<file path="src/rtl/lab_pkg.sv">
// rtl/lab_pkg.sv - shared board constants and button FSM state encoding
package lab_pkg;

  localparam int CLK_HZ = 100_000_000;

  localparam logic [1:0] ST_REL      = 2'd0;
  localparam logic [1:0] ST_DB_PRESS = 2'd1;
  localparam logic [1:0] ST_PRS      = 2'd2;
  localparam logic [1:0] ST_DB_REL   = 2'd3;

  typedef enum logic [1:0] {
    REL      = ST_REL,
    DB_PRESS = ST_DB_PRESS,
    PRS      = ST_PRS,
    DB_REL   = ST_DB_REL
  } btn_state_e;

endpackage

</file>
<file path="src/rtl/pause_button_ctrl_if.sv">
// rtl/pause_button_ctrl_if.sv - button pin in, conditioned pause controls out
interface pause_button_ctrl_if;

  logic btn_n;
  logic btn_db_n;
  logic press_pulse;
  logic pause_n;

  modport master (
    output btn_n,
    input  btn_db_n,
    input  press_pulse,
    input  pause_n
  );

  modport slave (
    input  btn_n,
    output btn_db_n,
    output press_pulse,
    output pause_n
  );

endinterface

</file>
<file path="src/rtl/sync_ff.sv">
// rtl/sync_ff.sv - multi-stage synchroniser, resets to 1 (idle level of active-low pins)
module sync_ff #(
  parameter int STAGES = 2
) (
  input  logic clk,
  input  logic rst_n,
  input  logic d,
  output logic q
);

  logic [STAGES-1:0] sr;

  always_ff @(posedge clk or negedge rst_n) begin
    if (!rst_n) begin
      sr <= '1;
    end else begin
      sr <= {sr[STAGES-2:0], d};
    end
  end

  assign q = sr[STAGES-1];

endmodule

</file>
<file path="src/rtl/pause_button_ctrl.sv">
// rtl/pause_button_ctrl.sv - debounces the PAUSE button and toggles the run/pause level
module pause_button_ctrl
  import lab_pkg::*;
#(
  parameter int SYNC_STAGES = 2,
  parameter int CNT_MAX     = CLK_HZ / 50
) (
  input  logic                clk,
  input  logic                rst_n,
  pause_button_ctrl_if.slave  btn_if
);

  localparam int CNT_W = $clog2(CNT_MAX);
  localparam logic [CNT_W-1:0] CNT_LAST = CNT_W'(CNT_MAX - 1);
  localparam logic [CNT_W-1:0] CNT_ONE  = CNT_W'(1);

  logic             s_n;
  btn_state_e       state;
  logic [CNT_W-1:0] cnt;
  logic             db_n_q;
  logic             pulse_q;
  logic             pause_n_q;

  sync_ff #(.STAGES(SYNC_STAGES)) u_sync (
    .clk   (clk),
    .rst_n (rst_n),
    .d     (btn_if.btn_n),
    .q     (s_n)
  );

  // Counter holds the number of consecutive samples that disagree with the
  // accepted level; any agreeing sample restarts it, so it stops at CNT_LAST.
  always_ff @(posedge clk or negedge rst_n) begin
    if (!rst_n) begin
      state     <= REL;
      cnt       <= '0;
      db_n_q    <= 1'b1;
      pulse_q   <= 1'b0;
      pause_n_q <= 1'b1;
    end else begin
      pulse_q <= 1'b0;
      case (state)
        REL: begin
          if (!s_n) begin
            state <= DB_PRESS;
            cnt   <= CNT_ONE;
          end else begin
            cnt <= '0;
          end
        end
        DB_PRESS: begin
          if (s_n) begin
            state <= REL;
            cnt   <= '0;
          end else if (cnt == CNT_LAST) begin
            state     <= PRS;
            cnt       <= '0;
            db_n_q    <= 1'b0;
            pulse_q   <= 1'b1;
            pause_n_q <= ~pause_n_q;
          end else begin
            cnt <= cnt + CNT_ONE;
          end
        end
        PRS: begin
          if (s_n) begin
            state <= DB_REL;
            cnt   <= CNT_ONE;
          end else begin
            cnt <= '0;
          end
        end
        DB_REL: begin
          if (!s_n) begin
            state <= PRS;
            cnt   <= '0;
          end else if (cnt == CNT_LAST) begin
            state  <= REL;
            cnt    <= '0;
            db_n_q <= 1'b1;
          end else begin
            cnt <= cnt + CNT_ONE;
          end
        end
        default: begin
          state <= REL;
          cnt   <= '0;
        end
      endcase
    end
  end

  assign btn_if.btn_db_n    = db_n_q;
  assign btn_if.press_pulse = pulse_q;
  assign btn_if.pause_n     = pause_n_q;

endmodule

</file>
<file path="src/flat_wrapper.sv">
// flat-port wrapper written by rule: the top's interface ports become plain ports
module pause_button_ctrl_flat import lab_pkg::*;
#(
  parameter int SYNC_STAGES = 2,
  parameter int CNT_MAX     = CLK_HZ / 50
)
  (clk, rst_n, btn_if_btn_n, btn_if_btn_db_n, btn_if_press_pulse, btn_if_pause_n);
  pause_button_ctrl_if btn_if_i ();
  input  logic clk;
  input  logic rst_n;
  input wire logic [$bits(btn_if_i.btn_n)-1:0] btn_if_btn_n;
  output wire logic [$bits(btn_if_i.btn_db_n)-1:0] btn_if_btn_db_n;
  output wire logic [$bits(btn_if_i.press_pulse)-1:0] btn_if_press_pulse;
  output wire logic [$bits(btn_if_i.pause_n)-1:0] btn_if_pause_n;
  assign btn_if_i.btn_n = btn_if_btn_n;
  assign btn_if_btn_db_n = btn_if_i.btn_db_n;
  assign btn_if_press_pulse = btn_if_i.press_pulse;
  assign btn_if_pause_n = btn_if_i.pause_n;
  pause_button_ctrl #(.SYNC_STAGES(SYNC_STAGES), .CNT_MAX(CNT_MAX)) u_core (.clk(clk), .rst_n(rst_n), .btn_if(btn_if_i));
endmodule
</file>
<file path="config.mk">
export PLATFORM = sky130hd
export DESIGN_NAME = pause_button_ctrl_flat
export DESIGN_NICKNAME = d
export VERILOG_FILES = /design/src/rtl/lab_pkg.sv /design/src/rtl/pause_button_ctrl_if.sv /design/src/rtl/sync_ff.sv /design/src/rtl/pause_button_ctrl.sv /design/src/flat_wrapper.sv
export SDC_FILE = /design/constraint.sdc
export NUM_CORES = 1
export LEC_CHECK = 0
export BUFFER_PORTS_ARGS = -buffer_cell sky130_fd_sc_hd__buf_2
export CAP_MARGIN = 25
export CORE_ASPECT_RATIO = 1.75
export CORE_MARGIN = 1.5
export CORE_UTILIZATION = 50
export CTS_CLUSTER_DIAMETER = 200
export DETAILED_ROUTE_END_ITERATION = 10
export PLACE_DENSITY = 0.67
export SYNTH_ARGS = -nofsm -noshare
export SYNTH_HDL_FRONTEND = slang
export SYNTH_HIERARCHICAL = 1
export SYNTH_SLANG_ARGS = --single-unit
export TNS_END_PERCENT = 10
</file>
<file path="constraint.sdc">
create_clock -name clk -period 5.57 [get_ports clk]
set_input_delay 0.8355 -clock clk [delete_from_list [all_inputs] [get_ports clk]]
set_output_delay 0.8355 -clock clk [all_outputs]
set_load 0.05 [all_outputs]
</file>
==> run summary, run 1 <==
Detail Placement HPWL -> 1810 um
H-tree levels -> 1
Final period util -> 41.1%
Port Buf Inserts -> 5
gpl congestion -> 0.803
Slew Viols, Final -> 0
Cell Chain, Critical Path -> ha_1, nand4_1, or4_1, or4_1, a21oi_1
kind of critical path -> flip-flop to flip-flop
GRT met2 Usage -> 33.5%
CTS Buffer Depth -> 2
Synth top area share -> 43.8%
compound-gate portion of the synthesized area -> 10.5%
simple logic cell fraction of the synthesized area -> 25.6%
Register Area -> 706 um^2
post-detailed-route DRC marker count -> 0
final WL -> 2550 um
Final nets -> 146
Yosys reg bits -> 28
vias in the first global route -> 1,009
worst rel slew slack -> 58.1%
antenna violations before repair -> 0
I/O pins -> 6
XOR/XNOR share of the synthesized area -> 8.30%
wire per inst -> 15.2 um
vias per cell -> 5.90
Area growth syn-to-layout -> 7.29%
Mapped Cells -> 137
cell mode on critical path -> or4_1
GR peak layer -> met2
gr usage total -> 18.9%
final-report hold violation count -> 0
Slew @ Worst Pin -> 0.628 ns
fillcell total -> 230
Post-DRT Antenna Nets -> 0
core area -> 2660 um^2
Hold Buf Count CTS -> 0
Clock Latency Late Sink -> 0.27 ns
initial cell density of the core -> 51.6%
die span in x -> 42.6 um
switching part of the total -> 19.5%
Setup Viol. Count Final -> 0
global-route met1 utilization -> 23.2%
antenna cells -> 0
peak supply drop -> 166 uV
synth warn -> 6
final global-route overflow total -> 0
multi-input logic area -> 622 um^2
die height -> 72.3 um
Seq/Total Area, Yosys -> 51.4%
sequential power share -> 54.9%
CTS tree -> done
internal power -> 0.305 mW
status -> finished clean
clock skew -> 0.00336 ns
TritonCTS Sinks -> 28
CTS clk-pin slew, worst paths -> 0.10 ns
final core utilization -> 55.4%
Synth Area in Adders -> 0.912%
largest net degree at the start of global routing -> 29
synthesized cell area -> 1370 um^2
max incr delay on CP -> 0.69 ns
proportion of synthesized area in mux cells -> 0%
Hold Slack -> 0.360 ns
most frequent cells in the layout -> 24 x dfrtp_1, 16 x nor2_1, 10 x nand2_1
CTS Buf Count -> 3
unrepaired setup endpoints after global routing -> false
first-pass GRT wire length -> 4440 um
worst min path class -> flip-flop to flip-flop
crit path max fanout -> 8
largest family of logic cells by synthesized area -> simple AND/OR/NAND/NOR gates
CP Data Arrival Time -> 2.50 ns
fmax -> 436 MHz
DR iter-0 viols -> 22
Resize count post-CTS -> 0
leakage power -> 0.547 nW
via count -> 991
root buffer cell -> clkbuf_8
Synth area leaders -> dfrtp_1 44%, dfstp_2 7.7%, xnor2_1 5.1%, nor2_1 4.4%, nand3_1 3.3%
CP endpoint kind -> flip-flop
Syn Nets -> 141
CP Launch Type -> flip-flop
Netlist cell types -> 30
full die area -> 3080 um^2
number of cell rows -> 25
drt first pass iters -> 4
Setup Buffers After CTS -> 0
NetSw -> 0.0740 mW
clock power share -> 42.2%
maxcap violations -> 0
clock period minus worst slack -> 2.29 ns
Slowest cell on crit path -> or4_1
cell taking the most area after synthesis -> dfrtp_1
Setup TNS -> 0 ns
Comb pwr share -> 2.8%
share of layout cells above drive strength 1 -> 12.8%
most common cell after layout, fill and taps aside -> dfrtp_1
grt met3 use -> 2.99%
pwr/cell area -> 257 nW/um^2
Critical Path RT -> 5.78 ns
syn_area_per_cell -> 10.0 um^2
path summary, 6_finish.rpt:
| kind | startpoint | endpoint | slack [ns] | cells after the start |
|---|---|---|---|---|
| max | u_core/cnt[0]$_DFF_PN0_ | u_core/cnt[20]$_DFF_PN0_ | 3.28 | 5 |
| min | u_core/u_sync/sr[0]$_DFF_PN1_ | u_core/u_sync/sr[1]$_DFF_PN1_ | 0.36 | 0 |
| max reg2reg | u_core/cnt[0]$_DFF_PN0_ | u_core/cnt[20]$_DFF_PN0_ | 3.28 | 5 |
| min reg2reg | u_core/u_sync/sr[0]$_DFF_PN1_ | u_core/u_sync/sr[1]$_DFF_PN1_ | 0.36 | 0 |
| max in group asynchronous | rst_n | async pin | 4.60 | 1 |
| min in group asynchronous | rst_n | u_core/cnt[18]$_DFF_PN0_ | 0.57 | 1 |
power groups by stage:
stage	Clock (mW)	Combinational, mW	Sequential, mW
after CTS	0.162	0.0112	0.208
after floorplan	0	0.00556	0.211
after detailed placement	0	0.0112	0.212
after global routing	0.169	0.0126	0.208
after global placement	0	0.0107	0.212
final	0.160	0.0108	0.208
through the flow:
stage / std cells / setup WS (ns) / total power [mW] / area, um^2
final: 168 / 3.28 / 0.379 / 1470
after CTS: 168 / 3.27 / 0.381 / 1470
after global placement: 164 / 3.36 / 0.223 / 1400
after global routing: 168 / 3.12 / 0.390 / 1470
after detailed placement: 164 / 3.31 / 0.223 / 1400
after floorplan: 137 / 3.47 / 0.217 / 1370
layer usage:
metal / vias to the layer above / wire length [um]
met5: - / 0
met4: 0 / 36
met3: 5 / 39
met2: 7 / 1370
met1: 486 / 1100
li1: 493 / -
final cells by class:
class                           instances  share of cell area [%]
Sequential cell                        28                    47.9
Multi-Input combinational cell        100                    42.2
Clock buffer                            3                    2.80
Tap cell                               27                    2.29
Clock inverter                          1                    2.04
Timing Repair Buffer                    5                    1.70
Inverter                                4                    1.02
cell usage after synthesis, drive strengths merged:
cell type,count
nor2,16
clkbuf,3
xnor2,8
dfstp,4
dfrtp,24
a211oi,1
nand2,10
ha,1
o21bai,1
nand4,2
or4,7
nand3,9
inv,4
a21oi,8
nand4b,2
nor3,3
xor2,5
nor4,4
o211ai,1
and4,2
or2,3
o31ai,4
buf,2
or3,5
o21ai,8
worst max-delay path, delay by kind of cell, from the launching register on:
kind	cells	cell delay [ns]
AOI/OAI and AO/OA	1	0.15
adders and majority gates	1	0.26
DFF	1	0.42
and+or+nand+nor	3	1.40
cell families (layout without fill, tap and decap cells):
| kind of cell | Yosys count | count (layout) |
|---|---|---|
| AOI/OAI and AO/OA | 23 | 23 |
| xor gates and xnor gates | 13 | 13 |
| adders and majority gates | 1 | 1 |
| buffers and inverters | 9 | 13 |
| DFF | 28 | 28 |
| and+or+nand+nor | 63 | 63 |
flip-flops by register name, indices dropped and copies added, names as in the netlist, named ones only:
register,count
u_core/btn_if.pause_n,1
u_core/cnt,21
u_core/btn_if.btn_db_n,1
u_core/state,1
u_core/u_sync/sr,2
u_core/btn_if.press_pulse,1
(Power assumes the default switching activity.)
==> inputs of run 2 (changes only) <==
Settings changed: ABC_AREA set to 1, PLACE_DENSITY 0.67 to 0.69.
Clock period 5.57 ns to 2.09 ns, I/O delays scaled along.
==> run 2 against run 1 <==
  * Combinational power grew to 3.5 times the previous value
  * Critical path type unchanged
  * Critical path depth grew 3
  * Routed wire length grew 27%
  * First-iteration DRC count grew to 2.5 times the previous value
  * Worst hold slack lost 0.31 ns
  * Maximum frequency grew 38%
  * Largest power group unchanged
  * Highest routed layer unchanged
  * Sequential cell count is the same
  * Setup slack lost 2.9 ns
  * Synthesized cell count grew 53%
  * Clock power grew 100%
  * Final cell count grew 55%
==> run summary, run 2 <==
CTS Buf Count -> 3 (unchanged)
full die area -> 3600 um^2 (+17%)
die height -> 78.3 um (+8.2%)
vias per cell -> 5.02 (-15%)
Final WS setup -> 0.424 ns (-2.85 ns)
Final period util -> 79.7% (+39 points)
crit path max fanout -> 18 (+10)
CP endpoint kind -> flip-flop
via count -> 1,306 (+32%)
global-route met1 utilization -> 22.0% (-1.2 points)
Seq/Total Area, Yosys -> 43.6% (-7.8 points)
kind of critical path -> flip-flop to flip-flop
Setup Viol. Count Final -> 0 (unchanged)
gpl congestion -> 0.875 (+8.9%)
clock period minus worst slack -> 1.67 ns (-0.625 ns)
initial cell density of the core -> 52.1% (+0.47 points)
GR peak layer -> met2
Detail Placement HPWL -> 2530 um (+40%)
antenna cells -> 0 (unchanged)
number of cell rows -> 27 (+8.0%)
TritonCTS Sinks -> 28 (unchanged)
DR iter-0 viols -> 56 (+150%)
synth warn -> 6 (unchanged)
post-detailed-route DRC marker count -> 0 (unchanged)
Top reg by flops -> u_core/cnt
Yosys reg bits -> 28 (unchanged)
gr usage total -> 20.8% (+1.9 points)
Post-synth ARST share -> 100% (unchanged)
most common cell after layout, fill and taps aside -> nand2_1
root buffer cell -> clkbuf_8
Setup Buffers After CTS -> 0 (unchanged)
commonest cells in the netlist -> 46 x nand2_1, 38 x nor2_1, 24 x dfrtp_1
final-report hold violation count -> 0 (unchanged)
grt met3 use -> 2.07% (-0.92 points)
worst min path class -> input pin to async pin
Synth area leaders -> dfrtp_1 37%, nand2_1 11%, nor2_1 8.8%, nor2_2 6.6%, dfstp_2 6.5%
maxcap violations -> 0 (unchanged)
clock skew -> 0.00511 ns (+0.00175 ns)
vias in the first global route -> 1,330 (+32%)
CTS Buffer Depth -> 2 (unchanged)
H-tree levels -> 1 (unchanged)
final global-route overflow total -> 0 (unchanged)
Clock Latency Late Sink -> 0.27 ns (about the same)
CTS clk-pin slew, worst paths -> 0.09 ns (about the same)
die span in x -> 46.0 um (+8.0%)
synthesized cell area -> 1620 um^2 (+18%)
cell taking the most area after synthesis -> dfrtp_1
syn_area_per_cell -> 7.75 um^2 (-23%)
unrepaired setup endpoints after global routing -> false
CP Data Arrival Time -> 1.83 ns (-0.67 ns)
Mapped Cells -> 209 (+53%)
antenna violations before repair -> 0 (unchanged)
Synth top area share -> 37.1% (-6.7 points)
wire per inst -> 12.5 um (-18%)
Post-DRT Antenna Nets -> 0 (unchanged)
biggest regs -> u_core/cnt x21, u_core/u_sync/sr x2
count leader, synth -> nand2_1
first-pass GRT wire length -> 5490 um (+23%)
Syn Nets -> 213 (+51%)
Slew @ Worst Pin -> 0.617 ns (-0.0113 ns)
drt first pass iters -> 4 (unchanged)
most frequent cells in the layout -> 46 x nand2_1, 38 x nor2_1, 24 x dfrtp_1
CP Launch Type -> flip-flop
CTS tree -> done
leakage power -> 0.709 nW (+30%)
pwr/cell area -> 530 nW/um^2 (+110%)
Slew Viols, Final -> 0 (unchanged)
peak supply drop -> 403 uV (+140%)
Port Buf Inserts -> 5 (unchanged)
max reg flops -> 21 (unchanged)
fmax -> 600 MHz (+38%)
Netlist cell types -> 24 (-20%)
Hold Buf Count CTS -> 0 (unchanged)
pre-CTS WS -> 0.414 ns (-2.90 ns)
worst rel slew slack -> 58.9% (+0.75 points)
Setup TNS -> 0 ns (unchanged)
Top FF cell, synth -> dfrtp_1
Final nets -> 222 (+52%)
core area -> 3110 um^2 (+17%)
largest net degree at the start of global routing -> 29 (unchanged)
Area growth syn-to-layout -> 7.03%
Resize count post-CTS -> 0 (unchanged)
final WL -> 3250 um (+27%)
I/O pins -> 6 (unchanged)
EDFF count, synth -> 0 (unchanged)
status -> finished clean
share of layout cells above drive strength 1 -> 20.7% (+8.0 points)
Critical Path RT -> 2.25 ns (-3.53 ns)
GRT met2 Usage -> 38.2% (+4.7 points)
run 2: cell types whose count changed after synthesis, sizes merged, moves of 3 or more:
cell	previous run	this run
a21oi	8	4
clkbuf	3	0
inv	4	24
nand2	10	52
nand3	9	16
nand4	2	8
nor2	16	58
nor4	4	0
o21ai	8	2
o31ai	4	0
or3	5	0
or4	7	0
xnor2	8	4
run 2: final timing paths:
path / depth (start not counted) / startpoint / to / slack (ns)
setup / recovery: 8 / u_core/cnt[0]$_DFF_PN0_ / u_core/cnt[11]$_DFF_PN0_ / 0.42
hold / removal: 1 / rst_n / u_core/cnt[17]$_DFF_PN0_ / 0.05
setup reg to reg: 8 / u_core/cnt[0]$_DFF_PN0_ / u_core/cnt[11]$_DFF_PN0_ / 0.42
hold reg to reg: 0 / u_core/u_sync/sr[0]$_DFF_PN1_ / u_core/u_sync/sr[1]$_DFF_PN1_ / 0.36
max in group asynchronous: 1 / rst_n / u_core/cnt[0]$_DFF_PN0_ / 1.64
min in group clk: 1 / btn_if_btn_n / u_core/u_sync/sr[0]$_DFF_PN1_ / 0.14
run 2: logic make-up after synthesis:
family,Yosys count,share of synthesized area (%)
AO/OA/AOI/OAI,7,2.24
XOR/XNOR,10,5.41
flip-flops,28,43.6
buffers and inverters,25,6.80
adder cells (fa/ha/maj),1,0.773
AND/OR/NAND/NOR,138,41.2
run 2: area by class of cell:
| type | count | area (um^2) |
|---|---|---|
| repair buffers | 5 | 25.0 |
| fillers | 310 | 1380 |
| inverters | 24 | 90.1 |
| well taps | 43 | 53.8 |
| clock buffers | 4 | 55.1 |
| flip-flops and latches | 28 | 706 |
| multi-input cells | 156 | 803 |
run 2: layer usage:
layer	vias up	part of all wire, %
met5	-	0
met2	18	56
met3	6	1.5
li1	666	-
met1	616	40
met4	0	1.9
run 2: per-stage QoR:
| step | utilization [%] | total power [mW] | cell area (um^2) | hold slack (ns) | std cells |
|---|---|---|---|---|---|
| after floorplan | - | 0.591 | 1620 | 0.0179 | 209 |
| after global placement | 54.0 | 0.605 | 1680 | 0.347 | 256 |
| after detailed placement | 54.0 | 0.606 | 1680 | 0.348 | 256 |
| after CTS | 55.8 | 0.939 | 1730 | 0.0617 | 260 |
| after global routing | 55.8 | 0.968 | 1730 | 0.0775 | 260 |
| final | 55.8 | 0.919 | 1730 | 0.0498 | 260 |
run 2: power by group:
group	internal [mW]	total, mW	leakage (nW)	switching, mW
clock network	0.168	0.325	0.0288	0.157
registers	0.549	0.556	0.372	0.00743
logic	0.00904	0.0374	0.308	0.0284
run 2: critical path, cell delays in order (launching register included):
cell	delay, ns
dfrtp_1	0.47
ha_1	0.24
nand3_1	0.15
nor2_2	0.17
nand3_2	0.11
nand2_4	0.25
inv_2	0.08
nand2_1	0.06
nor2_1	0.03
